===== src/rtl/list_scan.sv =====
// Indexed list of up to LENGTH entries: read/insert/delete/append/clear in one cycle,
// plus FIND and SUM scans that walk one entry per clock while op_in_progress is high.
module list_scan #(
  parameter int DATA_WIDTH   = 8,
  parameter int LENGTH       = 8,
  parameter int LENGTH_WIDTH = $clog2(LENGTH + 1)
) (
  input  logic                             clk,
  input  logic                             rst_n,
  input  logic [2:0]                       op_sel,
  input  logic                             op_en,
  input  logic [DATA_WIDTH-1:0]            data_in,
  input  logic [LENGTH_WIDTH-1:0]          index_in,
  output logic [LENGTH_WIDTH+DATA_WIDTH-1:0] data_out,
  output logic                             op_done,
  output logic                             op_in_progress,
  output logic                             op_error,
  output logic [LENGTH_WIDTH-1:0]          len
);

  localparam int LW = LENGTH_WIDTH;
  localparam int DW = DATA_WIDTH;
  localparam int OW = LW + DW;
  localparam logic [LW-1:0] FULL = LW'(LENGTH);

  localparam logic [2:0] OP_READ   = 3'd0;
  localparam logic [2:0] OP_INSERT = 3'd1;
  localparam logic [2:0] OP_DELETE = 3'd2;
  localparam logic [2:0] OP_PUSH   = 3'd3;
  localparam logic [2:0] OP_FIND   = 3'd4;
  localparam logic [2:0] OP_SUM    = 3'd5;
  localparam logic [2:0] OP_CLEAR  = 3'd6;

  typedef enum logic {IDLE, SCAN} state_t;

  state_t          state_q, state_d;
  logic            sum_mode_q, sum_mode_d;
  logic [LW-1:0]   ptr_q, ptr_d;
  logic [OW-1:0]   acc_q, acc_d;
  logic [DW-1:0]   key_q, key_d;
  logic [DW-1:0]   entries_q [LENGTH];
  logic [DW-1:0]   entries_d [LENGTH];
  logic [LW-1:0]   len_q, len_d;
  logic [OW-1:0]   dout_q, dout_d;
  logic            done_q, done_d;
  logic            err_q, err_d;

  logic [DW-1:0]   idx_ent;
  logic [DW-1:0]   ptr_ent;
  logic            scan_last;
  logic [OW-1:0]   acc_sum;

  // Decoded muxes avoid indexing the array with the wider length-sized fields.
  always_comb begin
    idx_ent = '0;
    ptr_ent = '0;
    for (int i = 0; i < LENGTH; i++) begin
      if (index_in == LW'(i)) idx_ent = entries_q[i];
      if (ptr_q == LW'(i))    ptr_ent = entries_q[i];
    end
  end

  assign scan_last = (ptr_q == len_q - LW'(1));
  assign acc_sum   = acc_q + OW'(ptr_ent);

  always_comb begin
    state_d    = state_q;
    sum_mode_d = sum_mode_q;
    ptr_d      = ptr_q;
    acc_d      = acc_q;
    key_d      = key_q;
    entries_d  = entries_q;
    len_d      = len_q;
    dout_d     = dout_q;
    done_d     = 1'b0;
    err_d      = 1'b0;
    case (state_q)
      IDLE: begin
        if (op_en) begin
          case (op_sel)
            OP_READ: begin
              done_d = 1'b1;
              if (index_in >= len_q) err_d = 1'b1;
              else dout_d = {index_in, idx_ent};
            end
            OP_INSERT: begin
              done_d = 1'b1;
              if (len_q == FULL || index_in > len_q) begin
                err_d = 1'b1;
              end else begin
                for (int i = 1; i < LENGTH; i++)
                  if (LW'(i) > index_in && LW'(i) <= len_q) entries_d[i] = entries_q[i-1];
                for (int i = 0; i < LENGTH; i++)
                  if (LW'(i) == index_in) entries_d[i] = data_in;
                len_d  = len_q + LW'(1);
                dout_d = {len_q + LW'(1), data_in};
              end
            end
            OP_DELETE: begin
              done_d = 1'b1;
              if (index_in >= len_q) begin
                err_d = 1'b1;
              end else begin
                for (int i = 0; i < LENGTH - 1; i++)
                  if (LW'(i) >= index_in) entries_d[i] = entries_q[i+1];
                len_d  = len_q - LW'(1);
                dout_d = {len_q - LW'(1), idx_ent};
              end
            end
            OP_PUSH: begin
              done_d = 1'b1;
              if (len_q == FULL) begin
                err_d = 1'b1;
              end else begin
                for (int i = 0; i < LENGTH; i++)
                  if (LW'(i) == len_q) entries_d[i] = data_in;
                len_d  = len_q + LW'(1);
                dout_d = {len_q + LW'(1), data_in};
              end
            end
            OP_FIND: begin
              if (len_q == '0) begin
                done_d = 1'b1;
                err_d  = 1'b1;
              end else begin
                state_d    = SCAN;
                sum_mode_d = 1'b0;
                ptr_d      = '0;
                key_d      = data_in;
              end
            end
            OP_SUM: begin
              if (len_q == '0) begin
                done_d = 1'b1;
                dout_d = '0;
              end else begin
                state_d    = SCAN;
                sum_mode_d = 1'b1;
                ptr_d      = '0;
                acc_d      = '0;
              end
            end
            OP_CLEAR: begin
              done_d = 1'b1;
              len_d  = '0;
              dout_d = '0;
            end
            default: begin
              done_d = 1'b1;
              err_d  = 1'b1;
            end
          endcase
        end
      end
      SCAN: begin
        if (sum_mode_q) begin
          acc_d = acc_sum;
          if (scan_last) begin
            state_d = IDLE;
            done_d  = 1'b1;
            dout_d  = acc_sum;
          end else begin
            ptr_d = ptr_q + LW'(1);
          end
        end else if (ptr_ent == key_q) begin
          state_d = IDLE;
          done_d  = 1'b1;
          dout_d  = {ptr_q, ptr_ent};
        end else if (scan_last) begin
          state_d = IDLE;
          done_d  = 1'b1;
          err_d   = 1'b1;
        end else begin
          ptr_d = ptr_q + LW'(1);
        end
      end
      default: state_d = IDLE;
    endcase
  end

  always_ff @(posedge clk or negedge rst_n) begin
    if (!rst_n) begin
      state_q    <= IDLE;
      sum_mode_q <= 1'b0;
      ptr_q      <= '0;
      acc_q      <= '0;
      key_q      <= '0;
      entries_q  <= '{default: '0};
      len_q      <= '0;
      dout_q     <= '0;
      done_q     <= 1'b0;
      err_q      <= 1'b0;
    end else begin
      state_q    <= state_d;
      sum_mode_q <= sum_mode_d;
      ptr_q      <= ptr_d;
      acc_q      <= acc_d;
      key_q      <= key_d;
      entries_q  <= entries_d;
      len_q      <= len_d;
      dout_q     <= dout_d;
      done_q     <= done_d;
      err_q      <= err_d;
    end
  end

  assign data_out       = dout_q;
  assign op_done        = done_q;
  assign op_error       = err_q;
  assign op_in_progress = (state_q == SCAN);
  assign len            = len_q;

endmodule


===== config.mk =====
export PLATFORM = sky130hd
export DESIGN_NAME = list_scan
export DESIGN_NICKNAME = d
export VERILOG_FILES = /design/src/rtl/list_scan.sv
export SDC_FILE = /design/constraint.sdc
export NUM_CORES = 1
export LEC_CHECK = 0
export CORE_ASPECT_RATIO = 1.1
export CORE_MARGIN = 3
export CORE_UTILIZATION = 35
export CTS_CLUSTER_SIZE = 8
export DETAILED_ROUTE_END_ITERATION = 7
export PLACE_DENSITY = 0.62
export SLEW_MARGIN = 20
export SYNTH_ARGS = -nofsm -noshare
export SYNTH_HDL_FRONTEND = slang
export SYNTH_SLANG_ARGS = --single-unit

===== constraint.sdc =====
create_clock -name clk -period 5.1 [get_ports clk]
set_clock_uncertainty 0.2 [all_clocks]
set_input_delay 0.765 -clock clk [delete_from_list [all_inputs] [get_ports clk]]
set_output_delay 0.765 -clock clk [all_outputs]
set_load 0.02 [all_outputs]

## After elaboration in Yosys (flattened, before gate mapping)

Index checks and enable logic that the tools add are counted.

| operators by class | value |
|---|---|
| bitwise gates (word level) | 2 |
| order comparisons | 23 |
| add/sub/neg operators | 4 |
| reductions and logical operators | 33 |
| eq/ne operators | 79 |
| muxes and demuxes | 103 |

Operator list:

| kind | number |
|---|---|
| 2-to-1 mux 8 bit | 46 |
| one-hot mux 56 bit (3 select lines) | 1 |
| 2-to-1 mux 12 bit | 13 |
| 2-to-1 mux 64 bit | 2 |
| one-hot mux 12 bit (6 select lines) | 1 |
| AND reduction 9 bit | 8 |
| 2-to-1 mux 56 bit | 1 |
| != test 2 bit (second input constant) | 24 |
| one-hot mux 12 bit (2 select lines) | 2 |
| != test 3 bit (second input constant) | 13 |
| 2-to-1 mux 4 bit | 9 |
| == test 3 x 4 -> 1 bit (first input constant) | 8 |
| == test 4 x 3 -> 1 bit (second input constant) | 8 |
| 2-to-1 mux 1 bit | 20 |
| == test 2 x 4 -> 1 bit (first input constant) | 4 |
| == test 4 x 2 -> 1 bit (second input constant) | 4 |
| > comparator 3 x 4 -> 1 bit (first input constant) | 4 |
| less-or-equal comparator 3 x 4 -> 1 bit (first input constant) | 4 |
| one-hot mux 4 bit (4 select lines) | 1 |
| one-hot mux 8 bit (2 select lines) | 1 |
| adder 12 x 8 -> 12 bit | 1 |
| greater-or-equal comparator 3 x 4 -> 1 bit (first input constant) | 3 |
| zero test 4 bit | 3 |
| AND reduction 4 bit | 3 |
| other kinds (36) | 60 |

| word-level totals | value |
|---|---|
| bits in registers | 108 |
| input port bits | 18 |

## Longest topological paths before layout

Gate-level depths: netlist (run 1).

| logic depth | value |
|---|---|
| depth in word-level cells | 13 |
| mapped depth | 22 |

## Worst setup path after synthesis (run 1)

OpenSTA, ideal clock, no wires.

| timing | value |
|---|---|
| kind | register to register |
| start point | register ptr_q[0] |
| end point | register dout_q[10], in the netlist data_out[10] |
| stages on the path, launching flop included | 23 |
| path slack | 0.666 ns |
| arrival time | 4.109 ns |
| library setup time | 0.125 ns |
| cell sequence | dfrtp_1 > inv_1 > ha_1 > clkbuf_2 > nor2b_1 > buf_2 > a221o_1 > a31oi_1 > nor3_1 > a41oi_1 > a21oi_1 > ha_1 > inv_1 > fa_1 > nor2b_1 > o31a_1 > o21ai_0 > nand2b_1 > a21o_1 > a21oi_1 > nor4_1 > a311o_1 > mux2_2 |

| between the ends | value |
|---|---|
| longest elaborated chain between the ends | 13 |
| elaborated cells on any way between the ends | 25 |
| classes of those cells | 1 x add/sub; 11 x eq/ne; 11 x mux; 2 x reduce/logical |

RTL lines:

| item | RTL line | text |
|---|---|---|
| start, declared | 38 | `logic [LW-1:0] ptr_q, ptr_d;` |
| start signal, assigned | 196 | `ptr_q <= ptr_d;` |
| zero test 4 bit | 59 | `if (ptr_q == LW'(i)) ptr_ent = entries_q[i];` |
| 2-to-1 mux 8 bit (8 in series) | 59 |  |
| adder 12 x 8 -> 12 bit | 64 | `assign acc_sum = acc_q + OW'(ptr_ent);` |
| 2-to-1 mux 12 bit | 158 | `if (scan_last) begin` |
| 2-to-1 mux 12 bit | 156 | `if (sum_mode_q) begin` |
| one-hot mux 12 bit (2 select lines) | 77 | `case (state_q)` |
| end signal, assigned | 201 | `dout_q <= dout_d;` |
| end, declared | 44 | `logic [OW-1:0] dout_q, dout_d;` |

Several ways; a longest one is shown, not always the timed one. The select of a mux whose other input is x is not followed.
A chain may end at the register's enable or synchronous reset.

## Worst setup path in the final report (run 1)

Ends and elaborated chain as after synthesis.

==> results.cfg, run 1 <==
[setup_path]
critPathKind = reg2reg
start_kind = register
cp.arrival_ns = 4.76
r2r_setup_slack_ns = 0.40
path_max_fanout = 7
r2r_start = ptr_q[0]
crit_required_ns = 5.16
cp-end-kind = register
reg2reg_to = data_out[10]
r2r_cells = 20

[layout]
fin_nets = 1042
area_growth_pct = 11.58
final_common_cell = dfrtp_1
final_area_mm2 = 0.009634
antenna_cells = 0
drive_above_1_share_pct = 15.59
layout_common_cells = dfrtp_1, a21oi_1, o21ai_0
fill_cells = 2384

[synth]
synth_nets = 1035
synth_seq_cells = 108
synth-async-reset-ratio_pct = 100.0
avgSynthCellArea_um2 = 8.678
synth.distinct_cells = 81
yosysWarnings = 0
yosysSeqAreaShare_pct = 31.30
netlist_area_mm2 = 0.008635
synth_edf_count = 0
synthCells = 995
synthFlopType = dfrtp_1

[floorplan]
rows = 59
io_pins = 37
design.die.area_mm2 = 0.02659
dieHeight_um = 170.7
die_w_um = 155.8
core-area_mm2 = 0.02399
start_util_pct = 35.99

[clock_network]
cts_buffers = 9
clk_pin_slew_ns = 0.08
cts_tree = done
htree_levels = 3
cts_buffer_depth = 2
insertion_delay_ns = 0.37
clock-sinks = 108
root_buffer = clkbuf_16
holdBufCountCts = 0

[timing]
fmax_mhz = 212.7
hold_violations = 0
min_period_ns = 4.702
setup_viol = 0
fin_tns_setup_ns = 0
fin_crit_sh_pct = 92.19
rsz0062_at_grt = false
final-max-slew-violation-count = 0
worst_pin_slew_ns = 1.080
relSlewSlack_pct = 27.84

[placed_design]
place_congestion = 0.9726
io_buffers = 36
dpl.hpwl_um = 19960
place_area_mm2 = 0.009326

[power]
p_per_area_mw_per_mm2 = 598.1
power.total_w = 0.005763
p_leak_nw = 3.844
ir_drop_mv = 0.2300

[detailed_routing]
drc = 0
wl_per_cell_um = 21.34
routed-via-count = 8049
wl_um = 28000
drt-initial-drc-count = 844
viasPerCell = 6.135
dr.pass1.iters = 5
ant_nets = 0

[min_path]
min_path_type = in2async

[run_status]
outcome = finished clean

[global_routing]
grt_pass1_wl_um = 44480
antenna_found_initial = 0
grt_use_total_pct = 21.05
grt_pass1_vias = 7660
overflow = 0
grt_max_degree = 66

[flow_run]
cap_violations = 0
## what timing repair did
action                     4_1_cts  5_1_grt
gates resized for setup          0        3
setup endpoints to repair        0        2
setup buffers                    0        0
## cell families (layout without fill, tap and decap cells)
family	Yosys count	after routing	share of synthesized area, %
and+or+nand+nor	258	258	14.01
buffers and inverters	106	118	5.318
muxes	143	143	19.33
AOI/OAI and AO/OA	337	337	24.63
xor gates and xnor gates	21	21	2.130
adders and majority gates	22	22	3.275
DFF	108	108	31.30
## synth_stat cells (all sizes together), types with 3 or more instances
| library cell | n | area, um2 |
|---|---|---|
| dfrtp | 108 | 2703 |
| a21oi | 102 | 510.5 |
| o21ai | 95 | 475.5 |
| nand2 | 87 | 326.6 |
| nor2 | 73 | 274.0 |
| mux2 | 72 | 870.8 |
| mux2i | 64 | 640.6 |
| clkbuf | 58 | 219.0 |
| inv | 25 | 93.84 |
| a31oi | 21 | 131.4 |
| ha | 21 | 262.8 |
| nor3 | 20 | 110.1 |
| buf | 17 | 112.6 |
| nand2b | 15 | 96.34 |
| nand3 | 15 | 75.07 |
| o22ai | 14 | 87.58 |
| nor2b | 12 | 75.07 |
| xnor2 | 12 | 105.1 |
| a221oi | 11 | 96.34 |
| a211oi | 9 | 67.56 |
| o31ai | 9 | 67.56 |
| xor2 | 9 | 78.83 |
| a21boi | 8 | 60.06 |
| a222oi | 8 | 80.08 |
| o21a | 8 | 60.06 |
| mux4 | 7 | 157.7 |
| a221o | 6 | 61.31 |
| a22o | 6 | 52.55 |
| a21o | 5 | 37.54 |
| nand4 | 5 | 31.28 |
| or3 | 5 | 36.28 |
| and3 | 4 | 25.02 |
| clkinv | 4 | 15.01 |
| nand3b | 4 | 30.03 |
| nor4 | 4 | 25.02 |
| o211ai | 4 | 35.03 |
| o221ai | 4 | 41.29 |
| a311oi | 3 | 26.28 |
| a32oi | 3 | 26.28 |
| and2 | 3 | 18.77 |
| or2 | 3 | 18.77 |
| or4 | 3 | 22.52 |
## critical path: stages, from the launching register on
cell and delay (ns):
dfrtp_1 0.49, inv_1 0.10, ha_1 0.24, nor2b_1 0.17, a221o_1 0.34, a31oi_1 0.25, nor3_1 0.09, a41oi_1 0.23
a21oi_1 0.14, ha_1 0.23, inv_1 0.07, fa_1 0.21, nor2b_1 0.07, o31a_1 0.25, o21ai_0 0.15, nand2b_1 0.10
a21o_1 0.18, a21oi_1 0.40, nor4_1 0.12, a311o_1 0.29, mux2_2 0.26
## sequential cells by signal (all words and copies together) (netlist names)
name            cells
op_in_progress      1
entries_q          64
key_q               8
op_error            1
len                 4
sum_mode_q          1
op_done             1
ptr_q               4
data_out           12
acc_q              12
## through the flow
stage	setup slack (ns)	std cells	hold slack, ns	util [%]
5_1_grt	0.006992	1312	0.3243	40.16
6_report	0.3984	1312	0.2739	40.16
2_1_floorplan	0.6662	995	0.2525	-
3_5_place_dp	0.3446	1296	0.2799	38.87
4_1_cts	0.3122	1312	0.3012	40.10
3_3_place_gp	0.4360	1296	0.2660	38.87
## worst max-delay path by stage
stage / start / endpoint / slack (ns) / cells past startpoint
3_3_place_gp: index_in[1] / entries_q[41] / 0.44 / 11
6_report: ptr_q[0] / data_out[10] / 0.40 / 20
4_1_cts: ptr_q[1] / data_out[10] / 0.31 / 20
2_1_floorplan: ptr_q[0] / data_out[10] / 0.67 / 22
5_1_grt: ptr_q[1] / data_out[10] / 0.007 / 20
3_5_place_dp: ptr_q[1] / data_out[10] / 0.34 / 20
## routing by layer
layer  part of all wire [%]  GRT usage (%)
met2                     45          32.23
met1                     45          30.82
met5                      0              0
met3                    7.3          3.238
met4                    2.4          6.068
## power breakdown
part | switching [W] | internal [W] | total [W] | leakage [nW]
combinational | 0.00173 | 0.00149 | 0.00321 | 2.33
clock | 0.000385 | 0.000346 | 0.000730 | 0.135
sequential | 0.000593 | 0.00123 | 0.00182 | 1.38
## cell type report
cell class                      count  area, um2  area share, %
Inverter                           29      112.6          1.169
Timing Repair Buffer               73      635.6          6.597
Clock inverter                      7      70.07         0.7273
Clock buffer                        9      225.2          2.338
Sequential cell                   108       2703          28.05
Tap cell                          305      381.6          3.961
Multi-Input combinational cell    781       5507          57.16
Power figures use the tool's default switching activity.
==> inputs of run 2 (changes only) <==
--- a/config.mk
+++ b/config.mk
@@ -5,6 +5,7 @@
 export SDC_FILE = /design/constraint.sdc
 export NUM_CORES = 1
 export LEC_CHECK = 0
+export CAP_MARGIN = 30
 export CORE_ASPECT_RATIO = 1.1
 export CORE_MARGIN = 3
 export CORE_UTILIZATION = 35
==> results.cfg, run 2 (synthesis results as in run 1) <==
[setup_path]
reg2reg_to = data_out[10]
cp.arrival_ns = 4.76
r2r_cells = 20
critPathKind = reg2reg
crit_required_ns = 5.16
cp_slowest_stage_delay_ns = 0.50
start_kind = register
slowest_stage = dfrtp_1
path_max_fanout = 7
cp-end-kind = register
r2r_setup_slack_ns = 0.39
path_cells = inv_1 > ha_1 > nor2b_1 > a221o_1 > a31oi_1 > nor3_1 > a41oi_1 > a21oi_1 > ha_1 > inv_1 > fa_1 > nor2b_1 > o31a_1 > o21ai_0 > nand2b_1 > a21o_1 > a21oi_1 > nor4_1 > a311o_1 > mux2_2
r2r_start = ptr_q[0]

[layout]
fin_nets = 1046
utilization_pct = 40.49
largest_register = entries_q
fill_cells = 2376
final_common_cell = dfrtp_1
drive_above_1_share_pct = 15.83
largest_reg_flops = 64
area_growth_pct = 12.49
antenna_cells = 0
layout_common_cells = dfrtp_1, a21oi_1, o21ai_0

[timing]
rsz0062_at_grt = false
worst_pin_slew_ns = 0.9643
whs_ns = 0.1331
hold_violations = 0
fmax_mhz = 212.5
fin_crit_sh_pct = 92.26
fin_tns_setup_ns = 0
setup_viol = 0
min_period_ns = 4.705
relSlewSlack_pct = 35.48
final-max-slew-violation-count = 0

[floorplan]
dieHeight_um = 170.7
io_pins = 37
design.die.area_mm2 = 0.02659
die_w_um = 155.8
rows = 59
core-area_mm2 = 0.02399
start_util_pct = 35.99

[placed_design]
dpl.hpwl_um = 20080
io_buffers = 36
place_congestion = 0.9726

[detailed_routing]
wl_um = 28250
drc = 0
viasPerCell = 6.117
wl_per_cell_um = 21.47
drt-initial-drc-count = 925
routed-via-count = 8050
dr.pass1.iters = 6
ant_nets = 0

[clock_network]
cts_setup_buffers = 0
clock-sinks = 108
htree_levels = 3
clk_pin_slew_ns = 0.08
insertion_delay_ns = 0.37
holdBufCountCts = 0
cts_buffers = 9
cts_tree = done
root_buffer = clkbuf_16
cts_buffer_depth = 2

[global_routing]
grt_pass1_vias = 7692
antenna_found_initial = 0
grt_use_total_pct = 21.30
grt_pass1_wl_um = 44830
grt_max_degree = 66
overflow = 0

[min_path]
min_path_type = in2async

[flow_run]
cap_violations = 0

[power]
p_leak_nw = 3.884
power.total_w = 0.005821
p_per_area_mw_per_mm2 = 599.3
ir_drop_mv = 0.2340

[run_status]
outcome = finished clean
-- run 2: what timing repair did --
action                     CTS  global route
setup endpoints to repair    0             3
hold endpoints to repair     0             0
gates resized for setup      0             3
-- run 2: layer usage --
| metal | vias to the layer above | wire [um] | GRT usage, % |
|---|---|---|---|
| li1 | 3700 | - | - |
| met4 | 0 | 592 | 5.760 |
| met2 | 384 | 12600 | 32.93 |
| met3 | 40 | 2113 | 3.896 |
| met5 | - | 0 | 0 |
| met1 | 3926 | 12950 | 30.70 |
-- run 2: report_power, final --
group / internal, W / switching, W / leakage, nW
Sequential: 0.00123 / 0.000598 / 1.38
Combinational: 0.00150 / 0.00174 / 2.36
Clock: 0.000389 / 0.000370 / 0.141
-- run 2: worst max-delay path by stage --
stage,start,slack [ns],depth (start not counted),to
floorplan,ptr_q[0],0.67,22,data_out[10]
global placement,index_in[1],0.44,11,entries_q[41]
finish,ptr_q[0],0.39,20,data_out[10]
CTS,ptr_q[1],0.30,20,data_out[10]
global route,ptr_q[0],0.02,20,data_out[10]
detailed placement,ptr_q[1],0.32,20,data_out[10]
-- run 2: worst max-delay path, delay by kind of cell, from the launching register on --
kind                     cells  cell delay [ns]
AND/OR/NAND/NOR              5             0.55
buffers and inverters        2             0.18
multiplexers                 1             0.26
AO/OA/AOI/OAI                9             2.21
adder cells (fa/ha/maj)      3             0.68
flip-flops                   1             0.50
-- run 2: final cells by class --
| class | instances | area [um2] | share of cell area [%] |
|---|---|---|---|
| repair buffers | 77 | 705.7 | 7.265 |
| well taps | 305 | 381.6 | 3.929 |
| clock buffers | 9 | 225.2 | 2.319 |
| flip-flops and latches | 108 | 2703 | 27.82 |
| clock inverters | 7 | 81.33 | 0.8373 |
| multi-input cells | 781 | 5504 | 56.67 |
| inverters | 29 | 112.6 | 1.159 |
-- run 2: stage by stage --
stage	cell area (um2)	std cells	setup WS, ns
6_report	9713	1316	0.3946
3_3_place_gp	9326	1296	0.4360
2_1_floorplan	8635	995	0.6662
3_5_place_dp	9341	1298	0.3193
4_1_cts	9648	1314	0.2954
5_1_grt	9713	1316	0.02217
==> inputs of run 3 (changes only) <==
--- a/config.mk
+++ b/config.mk
@@ -6,12 +6,11 @@
 export NUM_CORES = 1
 export LEC_CHECK = 0
 export CAP_MARGIN = 30
-export CORE_ASPECT_RATIO = 1.1
 export CORE_MARGIN = 3
-export CORE_UTILIZATION = 35
+export CORE_UTILIZATION = 23
 export CTS_CLUSTER_SIZE = 8
 export DETAILED_ROUTE_END_ITERATION = 7
-export PLACE_DENSITY = 0.62
+export PLACE_DENSITY = 0.48
 export SLEW_MARGIN = 20
 export SYNTH_ARGS = -nofsm -noshare
 export SYNTH_HDL_FRONTEND = slang
==> results.cfg, run 3 (synthesis results as in run 1) <==
[power]
p_per_area_mw_per_mm2 = 593.7
power_frac_comb_pct = 56.9
ir_drop_mv = 0.1797
p_seq_share_pct = 30.5
power.switching_w = 0.002797
p_leak_nw = 3.892
power.total_w = 0.005878
power_frac_clock_pct = 12.6
swShare_pct = 47.58
p_int_w = 0.003081

[global_routing]
use_met2_pct = 25.75
grt_pass1_wl_um = 48580
grt_max_degree = 51
antenna_found_initial = 0
grt_pass1_vias = 7841
grt_use_met3_pct = 2.450
overflow = 0
grt_use_total_pct = 15.62
grt_util_met1_pct = 21.67
busiest_layer = met2

[detailed_routing]
viasPerCell = 5.413
drc = 0
wl_um = 31030
routed-via-count = 8016
dr.pass1.iters = 8
drt-initial-drc-count = 841
ant_nets = 0
wl_per_cell_um = 20.95

[floorplan]
start_util_pct = 23.47
core-area_mm2 = 0.03679
io_pins = 37
rows = 70
die_w_um = 199.8
design.die.area_mm2 = 0.03990
dieHeight_um = 199.8

[timing]
rsz0062_at_grt = false
relSlewSlack_pct = 33.40
hold_violations = 0
setup_viol = 0
fin_crit_sh_pct = 92.01
fmax_mhz = 213.1
worst_pin_slew_ns = 0.9954
min_period_ns = 4.693
final-max-slew-violation-count = 0
fin_tns_setup_ns = 0

[placed_design]
io_buffers = 36
dpl.hpwl_um = 22890
place_congestion = 0.8871

[clock_network]
cts_buffer_depth = 2
cts_setup_buffers = 0
cts_buffers = 9
clk_pin_slew_ns = 0.09
clock-sinks = 108
insertion_delay_ns = 0.38
htree_levels = 3
cts_tree = done
root_buffer = clkbuf_16

[layout]
fill_cells = 3978
antenna_cells = 0
drive_above_1_share_pct = 15.89
final_common_cell = dfrtp_1
largest_register = entries_q
area_growth_pct = 14.65
fin_nets = 1048
layout_common_cells = dfrtp_1, a21oi_1, o21ai_0
largest_reg_flops = 64

[setup_path]
start_kind = register
critPathKind = reg2reg
cp-startpoint = ptr_q[1]
cp-end-kind = register
r2r_start = ptr_q[1]
crit_required_ns = 5.17
cp.arrival_ns = 4.76
path_max_fanout = 8

[run_status]
outcome = finished clean

[min_path]
min_path_type = in2async

[flow_run]
cap_violations = 0
## run 3: final timing paths
check | depth (start not counted) | slack (ns) | endpoint
worst max-delay path | 20 | 0.41 | data_out[10]
min in group clk | 2 | 0.31 | acc_q[7]
max in group asynchronous | 2 | 3.64 | entries_q[22]
worst min register to register | 2 | 0.31 | acc_q[7]
worst max register to register | 20 | 0.41 | data_out[10]
worst min-delay path | 1 | 0.15 | len[0]
## run 3: cell type report
class,count,area [um2],area share [%]
tap,468,585.6,5.915
multi-input combinational,781,5505,55.61
clock inverter,7,71.32,0.7204
timing repair buffer,79,700.7,7.078
clock buffer,9,225.2,2.275
sequential,108,2703,27.30
inverter,29,108.9,1.100
## run 3: power by group through the flow
stage                     sequential, W  combinational [W]  clock (W)
final                           0.00179            0.00335   0.000742
after floorplan                 0.00163            0.00238          0
after CTS                       0.00178            0.00333   0.000764
after global routing            0.00184            0.00369   0.000798
after detailed placement        0.00180            0.00331          0
after global placement          0.00180            0.00328          0
## run 3: stage by stage
stage | area [um2] | std cells | setup WS (ns) | hold WS, ns | util [%]
after floorplan | 8635 | 995 | 0.6662 | 0.2525 | -
after global placement | 9553 | 1462 | 0.4345 | 0.2734 | 25.97
after detailed placement | 9588 | 1464 | 0.3615 | 0.2772 | 26.06
after CTS | 9884 | 1480 | 0.3178 | 0.1701 | 26.87
after global routing | 9899 | 1481 | 0.04424 | 0.1872 | 26.91
final | 9899 | 1481 | 0.4074 | 0.1532 | 26.91
## run 3: critical path: stages, from the launching register on
cell      delay (ns)
dfrtp_1         0.46
inv_1           0.13
ha_1            0.33
nor2b_1         0.16
a221o_1         0.34
a31oi_1         0.25
nor3_1          0.10
a41oi_1         0.23
a21oi_1         0.16
ha_1            0.24
inv_1           0.07
fa_1            0.20
nor2b_1         0.07
o31a_1          0.25
o21ai_0         0.15
nand2b_1        0.11
a21o_1          0.20
a21oi_2         0.27
nor4_1          0.10
a311o_1         0.29
mux2_2          0.26
## run 3: metal layers
metal  wire length, um  up-vias  part of all wire (%)
met1             14310     3998                    46
met5                 0        -                     0
met3              1639       34                   5.3
met4               556        0                   1.8
met2             14520      267                    47
li1                  -     3717                     -
## run 3: timing repair
item / 4_1_cts / 5_1_grt
setup endpoints to repair: 0 / 2
resized for setup: 0 / 2
hold buffers: 0 / 0
